$ cat src/rtl/round_robin_arbiter_pkg.sv
// Shared types and helpers for the round-robin arbiter slice.
package round_robin_arbiter_pkg;

  typedef enum logic {
    STATE_IDLE    = 1'b0,
    STATE_GRANTED = 1'b1
  } state_t;

  // Bit width needed to hold values 0..n-1, never less than one bit.
  function automatic int clog2_min1(input int n);
    return (n <= 2) ? 1 : $clog2(n);
  endfunction

endpackage

$ cat src/rtl/round_robin_arbiter_if.sv
// Request/grant bundle between the clients and the round-robin arbiter.
interface round_robin_arbiter_if
  import round_robin_arbiter_pkg::*;
#(
  parameter int REQUESTERS  = 4,
  parameter int INDEX_WIDTH = clog2_min1(REQUESTERS)
) ();

  logic                   enable;
  logic [REQUESTERS-1:0]  request;
  logic [REQUESTERS-1:0]  grant;
  logic                   grantValid;
  logic [INDEX_WIDTH-1:0] grantIndex;
  logic                   preempted;

  // Client side: raises requests, observes the grant.
  modport master (
    output enable, request,
    input  grant, grantValid, grantIndex, preempted
  );

  // Arbiter side.
  modport slave (
    input  enable, request,
    output grant, grantValid, grantIndex, preempted
  );

endinterface

$ cat src/rtl/round_robin_arbiter_priority_select.sv
// Combinational round-robin pick: rotate so lastIndex+1 is bit 0, take the
// lowest set bit, rotate the one-hot result back.
module rr_priority_select
  import round_robin_arbiter_pkg::*;
#(
  parameter int REQUESTERS  = 4,
  parameter int INDEX_WIDTH = clog2_min1(REQUESTERS)
) (
  input  logic [REQUESTERS-1:0]  request,
  input  logic [INDEX_WIDTH-1:0] lastIndex,
  output logic [REQUESTERS-1:0]  winner,
  output logic [INDEX_WIDTH-1:0] winnerIndex,
  output logic                   anyRequest
);

  logic [INDEX_WIDTH-1:0] start;
  logic [REQUESTERS-1:0]  rotated;
  logic [REQUESTERS-1:0]  picked;

  always_comb begin
    start   = (lastIndex == INDEX_WIDTH'(REQUESTERS - 1)) ? '0 : lastIndex + INDEX_WIDTH'(1);
    rotated = REQUESTERS'({request, request} >> start);
    picked  = rotated & (~rotated + REQUESTERS'(1));
    // Shifting the doubled vector left wraps the pick back into the upper copy.
    winner  = REQUESTERS'(({picked, picked} << start) >> REQUESTERS);
    anyRequest = |request;
    winnerIndex = '0;
    for (int unsigned i = 0; i < REQUESTERS; i++) begin
      if (winner[i]) winnerIndex = INDEX_WIDTH'(i);
    end
  end

endmodule

$ cat src/rtl/round_robin_arbiter.sv
// Round-robin arbiter with hold-until-release ownership, optional timeout
// preemption and a mandatory idle cycle between owners.
module round_robin_arbiter
  import round_robin_arbiter_pkg::*;
#(
  parameter int REQUESTERS  = 4,
  parameter int MAX_HOLD    = 0,
  parameter int INDEX_WIDTH = clog2_min1(REQUESTERS)
) (
  input logic clk,
  input logic rst,
  round_robin_arbiter_if.slave bus
);

  localparam int HOLD_W     = clog2_min1(MAX_HOLD + 1);
  localparam int HOLD_LIMIT = (MAX_HOLD == 0) ? 0 : MAX_HOLD - 1;

  state_t                 state;
  logic [HOLD_W-1:0]      holdCount;
  logic [INDEX_WIDTH-1:0] lastIndex;
  logic [REQUESTERS-1:0]  grantReg;
  logic                   grantValidReg;
  logic [INDEX_WIDTH-1:0] grantIndexReg;
  logic                   preemptedReg;

  logic [REQUESTERS-1:0]  winner;
  logic [INDEX_WIDTH-1:0] winnerIndex;
  logic                   anyRequest;
  logic                   ownerRequest;
  logic                   otherRequest;

  rr_priority_select #(
    .REQUESTERS (REQUESTERS),
    .INDEX_WIDTH(INDEX_WIDTH)
  ) u_select (
    .request    (bus.request),
    .lastIndex  (lastIndex),
    .winner     (winner),
    .winnerIndex(winnerIndex),
    .anyRequest (anyRequest)
  );

  // Owner identified via the one-hot grant, so no indexing by grantIndex.
  assign ownerRequest = |(bus.request & grantReg);
  assign otherRequest = |(bus.request & ~grantReg);

  always_ff @(posedge clk or posedge rst) begin
    if (rst) begin
      state         <= STATE_IDLE;
      holdCount     <= '0;
      lastIndex     <= INDEX_WIDTH'(REQUESTERS - 1);
      grantReg      <= '0;
      grantValidReg <= 1'b0;
      grantIndexReg <= '0;
      preemptedReg  <= 1'b0;
    end else begin
      preemptedReg <= 1'b0;
      case (state)
        STATE_IDLE: begin
          if (bus.enable && anyRequest) begin
            grantReg      <= winner;
            grantValidReg <= 1'b1;
            grantIndexReg <= winnerIndex;
            holdCount     <= '0;
            state         <= STATE_GRANTED;
          end
        end
        STATE_GRANTED: begin
          if (!ownerRequest) begin
            grantReg      <= '0;
            grantValidReg <= 1'b0;
            lastIndex     <= grantIndexReg;
            state         <= STATE_IDLE;
          end else if (MAX_HOLD != 0 && holdCount == HOLD_W'(HOLD_LIMIT) && otherRequest) begin
            grantReg      <= '0;
            grantValidReg <= 1'b0;
            preemptedReg  <= 1'b1;
            lastIndex     <= grantIndexReg;
            state         <= STATE_IDLE;
          end else if (holdCount != HOLD_W'(MAX_HOLD)) begin
            holdCount <= holdCount + HOLD_W'(1);
          end
        end
        default: state <= STATE_IDLE;
      endcase
    end
  end

  assign bus.grant      = grantReg;
  assign bus.grantValid = grantValidReg;
  assign bus.grantIndex = grantIndexReg;
  assign bus.preempted  = preemptedReg;

endmodule

$ cat src/flat_wrapper.sv
// flat-port wrapper written by rule: the top's interface ports become plain ports
module round_robin_arbiter_flat import round_robin_arbiter_pkg::*;
#(
  parameter int REQUESTERS  = 4,
  parameter int MAX_HOLD    = 0,
  parameter int INDEX_WIDTH = clog2_min1(REQUESTERS)
)
  (clk, rst, bus_enable, bus_request, bus_grant, bus_grantValid, bus_grantIndex, bus_preempted);
  round_robin_arbiter_if #(.REQUESTERS(REQUESTERS), .INDEX_WIDTH(INDEX_WIDTH)) bus_i ();
  input logic clk;
  input logic rst;
  input wire logic [$bits(bus_i.enable)-1:0] bus_enable;
  input wire logic [$bits(bus_i.request)-1:0] bus_request;
  output wire logic [$bits(bus_i.grant)-1:0] bus_grant;
  output wire logic [$bits(bus_i.grantValid)-1:0] bus_grantValid;
  output wire logic [$bits(bus_i.grantIndex)-1:0] bus_grantIndex;
  output wire logic [$bits(bus_i.preempted)-1:0] bus_preempted;
  assign bus_i.enable = bus_enable;
  assign bus_i.request = bus_request;
  assign bus_grant = bus_i.grant;
  assign bus_grantValid = bus_i.grantValid;
  assign bus_grantIndex = bus_i.grantIndex;
  assign bus_preempted = bus_i.preempted;
  round_robin_arbiter #(.REQUESTERS(REQUESTERS), .MAX_HOLD(MAX_HOLD), .INDEX_WIDTH(INDEX_WIDTH)) u_core (.clk(clk), .rst(rst), .bus(bus_i));
endmodule
$ cat config.mk
export PLATFORM = sky130hd
export DESIGN_NAME = round_robin_arbiter_flat
export DESIGN_NICKNAME = d
export VERILOG_FILES = /design/src/rtl/round_robin_arbiter_pkg.sv /design/src/rtl/round_robin_arbiter_if.sv /design/src/rtl/round_robin_arbiter_priority_select.sv /design/src/rtl/round_robin_arbiter.sv /design/src/flat_wrapper.sv
export SDC_FILE = /design/constraint.sdc
export NUM_CORES = 1
export LEC_CHECK = 0
export ABC_AREA = 0
export BUFFER_PORTS_ARGS = -buffer_cell sky130_fd_sc_hd__buf_2
export CAP_MARGIN = 20
export CORE_AREA = 4 4 41 43
export DETAILED_ROUTE_END_ITERATION = 7
export DIE_AREA = 0 0 45 47
export GPL_TIMING_DRIVEN = 0
export PLACE_DENSITY_LB_ADDON = 0.12
export SYNTH_ARGS = -nofsm -noshare
export SYNTH_HDL_FRONTEND = slang
export SYNTH_SLANG_ARGS = --single-unit
$ cat constraint.sdc
create_clock -name clk -period 1.8 [get_ports clk]
set_input_delay 0.36 -clock clk [delete_from_list [all_inputs] [get_ports clk]]
set_output_delay 0.36 -clock clk [all_outputs]
set_load 0.05 [all_outputs]
==> summary.txt <==
Outcome
  • Outcome: complete, no violations

Detailed routing
  • DR top layer: met4
  • Vias per inst: 5.43
  • Iteration-0 DRC Markers: 13
  • Post-route DRC: 0
  • First-pass DRT Iterations: 4
  • Detailed Route WL: 1180 um
  • DR WL met3: 61 um
  • Via count: 483
  • Met2 wire length: 536 um
  • Avg WL per Cell: 13.2 um
  • Final ANT Viol Nets: 0
  • Wl on met1: 561 um

CTS
  • Clk_lat worst skew: 0.26 ns
  • Num CTS Buffers: 3
  • Clk sinks: 10
  • CTS max path bufs: 2
  • CTS tree: done
  • CTS Hold Bufs: 0
  • Root Buffer: clkbuf_4
  • Setup Fix Bufs, Post-CTS: 0
  • Post-CTS Resized: 0
  • CTS H-tree lvls: 1
  • Clk slew on worst S/H paths: 0.06 ns

Synth
  • Synth async-reset ratio: 100%
  • Register area share after synthesis: 42.0%
  • YS warnings: 0
  • Yosys cell types: 31
  • Post-synthesis sequential element count: 10
  • Synthesized area: 602 sq um
  • Cells after Synth: 62
  • Post-synth EDFFs: 0
  • Average cell area after synthesis: 9.71 sq um
  • Post-synth top flop: dfrtp_1
  • Synth Net Count: 70

Pwr
  • Flop pwr share: 28.0%
  • Net switching power: 0.000739 W
  • Pleak: 0.334 nW
  • Comb power frac: 59.2%
  • Clock power share: 12.8%
  • Sw frac: 48.6%
  • Final total power: 0.00152 W
  • P per Cell Area: 2160 mW/mm^2
  • Worst vdd ir: 0.00113 V
  • Internal power: 0.000780 W

Cells and area
  • Antenna Cells: 0
  • Fill cells: 139
  • Commonest non-fill, non-tap cells in the layout: buf_2, nor2_1, dfrtp_1
  • Commonest non-fill, non-tap cell in the layout: buf_2
  • Post-layout nets: 83
  • Non-Filler Instances: 89
  • Area Growth Syn to Fin: 16.6%
  • Share of layout cells above drive strength 1: 36.5%
  • Post-route design area: 702 sq um

Job
  • Max-cap violations: 0

Die
  • Initial Util: 46.2%
  • Core region area: 0.00130 sq mm
  • Die area: 0.00212 sq mm
  • Overall die width: 45 um
  • Die Span Y: 47 um
  • Placement Rows: 13
  • # IOs: 15

Place
  • Post-DP HPWL: 927 um
  • Placed Area: 666 sq um
  • Global placement routability congestion: 0.754
  • Port bufs: 9
  • Placed instance count: 86

Setup path
  • Critical Path RT: 2.00 ns
  • Critical Path Start: u_core.lastIndex[0]
  • Critical path arrival: 1.90 ns
  • Reg-to-reg startpoint: u_core.lastIndex[0]
  • Startpoint Class: flip-flop
  • Worst Setup End Kind: flip-flop
  • Critical path start-end classification: flip-flop to flip-flop
  • CP Max Fanout: 9

Timing
  • Pins Over Slew Limit: 0
  • Hold Worst Slack: 0.0573 ns
  • Final Cycle Share: 94.2%
  • Min Clock Period, post-route: 1.70 ns
  • Layout Skew: 0.00182 ns
  • Final setup violating endpoints: 0
  • Unrepaired setup endpoints after global routing: no
  • Fmax: 590 MHz
  • Final hold viol count: 0

Global routing
  • First-pass GRT wire length: 1960 um
  • GRT Total Usage: 12.6%
  • Initial antenna violation count: 0
  • Vias in the first global route: 442
  • GRT overflow: 0
  • Largest net degree at the start of global routing: 11

Hold path
  • Worst min path class: input pin to async pin
==> final cells by class <==
type                            instances  area (sq um)  area share, %
Buffer                                  5          33.8           4.81
Sequential cell                        10           253           36.0
Clock buffer                            4          36.3           5.17
Tap cell                               15          18.8           2.67
Inverter                                3          11.3           1.60
Multi-Input combinational cell         43           304           43.3
Timing Repair Buffer                    9          45.0           6.42
==> registers in the layout, summed over array words and instances, names as in the netlist <==
name,cells
u_core.bus.grantIndex,2
u_core.state,1
u_core.bus.grantValid,1
u_core.bus.grant,4
u_core.lastIndex,2
==> worst max-delay path, stage by stage, from the launching register on <==
cell	delay [ns]
dfstp_2	0.55
ha_2	0.33
mux2i_1	0.17
nor2_1	0.05
a2111oi_1	0.41
a21o_1	0.12
==> layer usage <==
metal	vias up	global-route usage (%)
li1	247	-
met1	218	18.2
met2	14	18.9
met3	4	1.53
met4	0	5.26
met5	-	0
==> cell usage after synthesis (2+ instances only) <==
library cell / instances / area share, %
inv_1: 3 / 1.9
buf_2: 3 / 2.5
a21oi_1: 5 / 4.2
o22ai_1: 2 / 2.1
nand2_1: 4 / 2.5
dfrtp_1: 8 / 33
dfstp_2: 2 / 8.7
nor2_1: 9 / 5.6
mux2_2: 2 / 3.7
o2bb2ai_1: 3 / 4.4
==> power by group through the flow <==
stage	sequential (W)	clock [W]	combinational, W
after floorplan	0.000676	0	0.000455
after CTS	0.000428	0.000199	0.000891
after detailed placement	0.000431	0	0.000888
after global placement	0.000430	0	0.000879
final	0.000426	0.000194	0.000899
after global routing	0.000446	0.000209	0.000972
==> cell families (layout without fill, tap and decap cells) <==
| kind of cell | after synthesis | in the layout | share of synthesized area (%) |
|---|---|---|---|
| simple gates | 17 | 17 | 13.1 |
| buf+inv | 9 | 21 | 8.11 |
| fa+ha+maj | 1 | 1 | 2.08 |
| flops | 10 | 10 | 42.0 |
| mux | 3 | 3 | 5.41 |
| other cells | 1 | 1 | 0.623 |
| compound gates | 21 | 21 | 28.7 |
==> final timing paths <==
kind / depth (start not counted) / to / slack, ns
max: 5 / u_core.bus.grantIndex[0] / 0.10
min: 2 / u_core.bus.grantIndex[1] / 0.06
max reg2reg: 5 / u_core.bus.grantIndex[0] / 0.10
min reg2reg: 2 / u_core.bus.grantValid / 0.48
max in group asynchronous: 2 / u_core.lastIndex[0] / 1.44
min in group clk: 3 / u_core.state / 0.39
==> metrics by stage <==
stage | TNS [ns] | utilization (%) | worst slack, ns
floorplan | 0 | - | 0.121
global placement | -0.0928 | 51.2 | -0.0928
detailed placement | -0.0529 | 51.2 | -0.0529
CTS | 0 | 53.7 | 0.0647
global route | 0 | 53.9 | 0.000778
finish | 0 | 53.9 | 0.104
(Power assumes the default switching activity.)
